[src/rtl/wb_regfile.sv]
// Write-back select and 32x32 register file with two combinational read ports
// and a retired-write counter. Optional write-through bypass: WB_BYPASS_EN.
module wb_regfile (
    input  logic        clk,
    input  logic        clrn,
    input  logic        wwreg,
    input  logic        wm2reg,
    input  logic [4:0]  wrd,
    input  logic [31:0] wresult,
    input  logic [31:0] wdataout,
    input  logic [4:0]  rna,
    input  logic [4:0]  rnb,
    output logic [31:0] qa,
    output logic [31:0] qb,
    output logic [31:0] wdi,
    output logic [31:0] wcnt
);

    logic [31:0] regs_q [32];
    logic [31:0] wcnt_q, wcnt_d;
    logic        commit;

    assign wdi    = wm2reg ? wdataout : wresult;
    assign commit = wwreg && (wrd != 5'd0);
    assign wcnt_d = wcnt_q + 32'd1;
    assign wcnt   = wcnt_q;

    // Entry 0 is never written, so it stays at its reset value of zero.
    always_ff @(posedge clk or posedge clrn) begin
        if (clrn) begin
            for (int i = 0; i < 32; i++) regs_q[i] <= '0;
            wcnt_q <= '0;
        end else if (commit) begin
            regs_q[wrd] <= wdi;
            wcnt_q      <= wcnt_d;
        end
    end

    always_comb begin
        qa = (rna == 5'd0) ? 32'd0 : regs_q[rna];
        qb = (rnb == 5'd0) ? 32'd0 : regs_q[rnb];
`ifdef WB_BYPASS_EN
        // Bypass is held off during reset so the ports read zero throughout.
        if (commit && !clrn && (rna == wrd)) qa = wdi;
        if (commit && !clrn && (rnb == wrd)) qb = wdi;
`endif
    end

endmodule

[config.mk]
export PLATFORM = sky130hd
export DESIGN_NAME = wb_regfile
export DESIGN_NICKNAME = d
export VERILOG_FILES = /design/src/rtl/wb_regfile.sv
export SDC_FILE = /design/constraint.sdc
export NUM_CORES = 2
export LEC_CHECK = 0
export BUFFER_PORTS_ARGS = -buffer_cell sky130_fd_sc_hd__buf_2
export CAP_MARGIN = 20
export CORE_ASPECT_RATIO = 0.9
export CORE_UTILIZATION = 45
export CTS_CLUSTER_SIZE = 16
export DETAILED_ROUTE_END_ITERATION = 10
export GPL_TIMING_DRIVEN = 0
export MAX_ROUTING_LAYER = met4
export PLACE_DENSITY = 0.66
export SYNTH_ARGS = -nofsm -noshare
export SYNTH_HDL_FRONTEND = slang
export SYNTH_SLANG_ARGS = --single-unit
[constraint.sdc]
create_clock -name clk -period 77.9 [get_ports clk]
set_input_delay 3.895 -clock clk [delete_from_list [all_inputs] [get_ports clk]]
set_output_delay 3.895 -clock clk [all_outputs]
set_load 0.05 [all_outputs]
==> impl_results.md <==
- CTS max path bufs: 3
- Reg2reg path depth: 5
- Post-route antenna net violation count: 0
- Syn Area/Cell: roughly 11 sq um
- Synth Register Bits: 1056
- Rows: 120
- Final Power: around 0.0018 W
- DR pass1 iterations: 9
- Worst Path Required: around 74000 ps
- Avg Vias per Cell: just under 7
- Root Driver: clkbuf_16
- DR iter-0 viols: around 8400
- Synth top area share: approximately 49%
- Max-cap viol count: 0
- Met3 WL: around 41000 um
- PnR worst setup slack: approximately 66000 ps
- Post-synthesis cell area: between 0.05 and 0.06 sq mm
- WL per Instance: roughly 36 um
- Critical path capture point type: primary output
- Clock Skew: between 20 and 30 ps
- Global-route wire length before repair: around 360000 um
- Startpoint Class: primary input
- Min-Delay Path Depth: 1
- I/O Buffers: between 200 and 250
- Worst slew margin: 7.18%
- Layout cell share with drive strength beyond 1: roughly 20%
- P per Cell Area: 28.4 mW/mm^2
- CTS resizes: 0
- Period utilization: roughly 15%
- Placeable Area: 0.119 sq mm
- Die Wd: 368 um
- Leak pwr: 27.0 nW
- Htree depth: 3
- Final TNS setup: 0 ps
- Slew Limit Fails: 0
- Clock sink total: 1056
- Met2 wire length: around 100000 um
- Netlist cell types: 50
- Final weighted congestion in routability-driven placement: ~1.1
- Via count: a little under 50000
- WL final: around 260000 um
- Top-count cell post-synth: dfrtp_1
- DR DRC count: 0
- DIE HEIGHT: approximately 330 um
- CTS buffer count: roughly 110
- Largest net degree at the start of global routing: between 100 and 150
- Ys flop type: dfrtp_1
- Worst Path Max Fanout: 12
- WL met1: slightly above 90000 um
- Peak supply drop: ~0.021 mV
- Least-Margin Pin Slew: 1390 ps
- Worst EP arrival: approximately 8000 ps
- Final setup violating endpoints: 0
- Top cells by instance count after synthesis: dfrtp_1, nand2_1, o21ai_0, nor2_1, mux4_2
- Initial Util: 45.6%
- Clock transition at path regs: approximately 60 ps
- Final hold violations: 0
- Util after Layout: 52.1%
- DP Worst Slack: between 60000 and 70000 ps
- Seq/Total Area, Yosys: between 40% and 50%
- Yosys top cell by area: dfrtp_1
- Top cells by area, synth: dfrtp_1, mux4_2, o21ai_0, nand2_1, mux2i_1
- FFs w/ async S/R, synth: 100%
- Mapped Cells: 4982
- Clk_lat worst skew: ~740 ps
- Outcome: finished, final reports clean
- Initial antenna violation count: 22
- Setup Fix Bufs, Post-CTS: 0
- Top Layer Used: met4
- Total grt overflow: 0
- GRT Total Usage: approximately 43%
- Final nets: roughly 5400
- CTS Hold Buffers Added: 0
- Post-DP HPWL: between 150000 and 200000 um
- Post-Syn Nets: roughly 5100
- Type of the worst setup path: primary input to primary output
- Peak Freq: about 84 MHz
- Hold WC Path Type: flip-flop to flip-flop
- CTS tree: done
- RSZ-0062 raised after global routing: false
- Post-synth EDFFs: 0
- Ys Warns: 0
- Minimum clock period: approximately 12000 ps
- Io pins: between 200 and 250
- Synth-to-layout area growth: 14.2%
- Die ar.: roughly 0.12 sq mm
- Number of global-route vias before repair: about 46000
## logic make-up after synthesis
group | Yosys count | share of synthesized area, %
compound gates | 1316 | 14.0
simple gates | 1292 | 9.86
flops | 1056 | 48.6
mux | 717 | 22.4
buf+inv | 569 | 4.64
xor+xnor | 31 | 0.499
fa+ha+maj | 1 | 0.0230
## layout make-up
cell class / count / area, sq um
inverter: 35 / 139
antenna: 23 / 57.6
buffer: 534 / 2400
multi-input combinational: 3357 / 25500
clock inverter: 63 / 835
fill: 10800 / 57200
tap: 1586 / 1980
sequential: 1056 / 26400
timing repair buffer: 245 / 1710
clock buffer: 147 / 3120
## sequential cells by signal, summed over array words and instances, names as in the netlist
name,cells
wcnt,32
regs_q,1024
## power by group
group	total [W]	switching (W)	internal [W]
registers	0.000761	0.0000997	0.000661
logic	0.000414	0.000239	0.000175
clock network	0.000589	0.000244	0.000344
## through the flow
| step | area, sq um | hold slack, ps | instances |
|---|---|---|---|
| global route | 62100 | 501 | 7039 |
| CTS | 62000 | 474 | 7012 |
| global placement | 57400 | 459 | 6770 |
| detailed placement | 58000 | 458 | 6802 |
| finish | 62100 | 467 | 7046 |
| floorplan | 54400 | 438 | 4982 |
## per-layer routing
metal | vias up | GRT usage (%)
met5 | - | -
met4 | 0 | 27.8
met3 | 1031 | 19.5
met2 | 4189 | 55.6
met1 | 24400 | 53.2
li1 | 18800 | -
## critical path, cell delays in order
cell and delay, ps:
buf_2 170, buf_2 290, clkbuf_1 830, clkbuf_2 850, mux2i_1 360, a22o_1 460
nor4_1 710, buf_2 400
## cell usage in the layout, fill, tap and decap left out, drive strengths merged, types with 6 or more instances in the layout
master,n
a211oi,78
and4,7
mux2,78
nand3,13
bufinv,19
nor2b,63
o21ai,612
a22o,76
nand4,8
mux4,393
inv,41
buf,386
nand2,679
xnor2,26
mux2i,246
nor4,33
a2111oi,33
nor2,420
a221o,32
o221ai,27
clkbuf,539
diode,23
clkinv,34
and3,6
nand2b,18
o22ai,59
a21oi,392
nor3,26
dfrtp,1056
## worst paths after layout
check                         start           end  slack, ps
setup reg to reg            wcnt[2]      wcnt[11]      75880
max in group asynchronous      clrn    regs_q[50]      71890
hold reg to reg            wcnt[31]      wcnt[31]        470
min in group asynchronous      clrn  regs_q[1005]       3330
setup / recovery             rnb[0]        qb[31]      66000
hold / removal             wcnt[31]      wcnt[31]        470
Note: power is estimated with default switching activity, not from simulation.
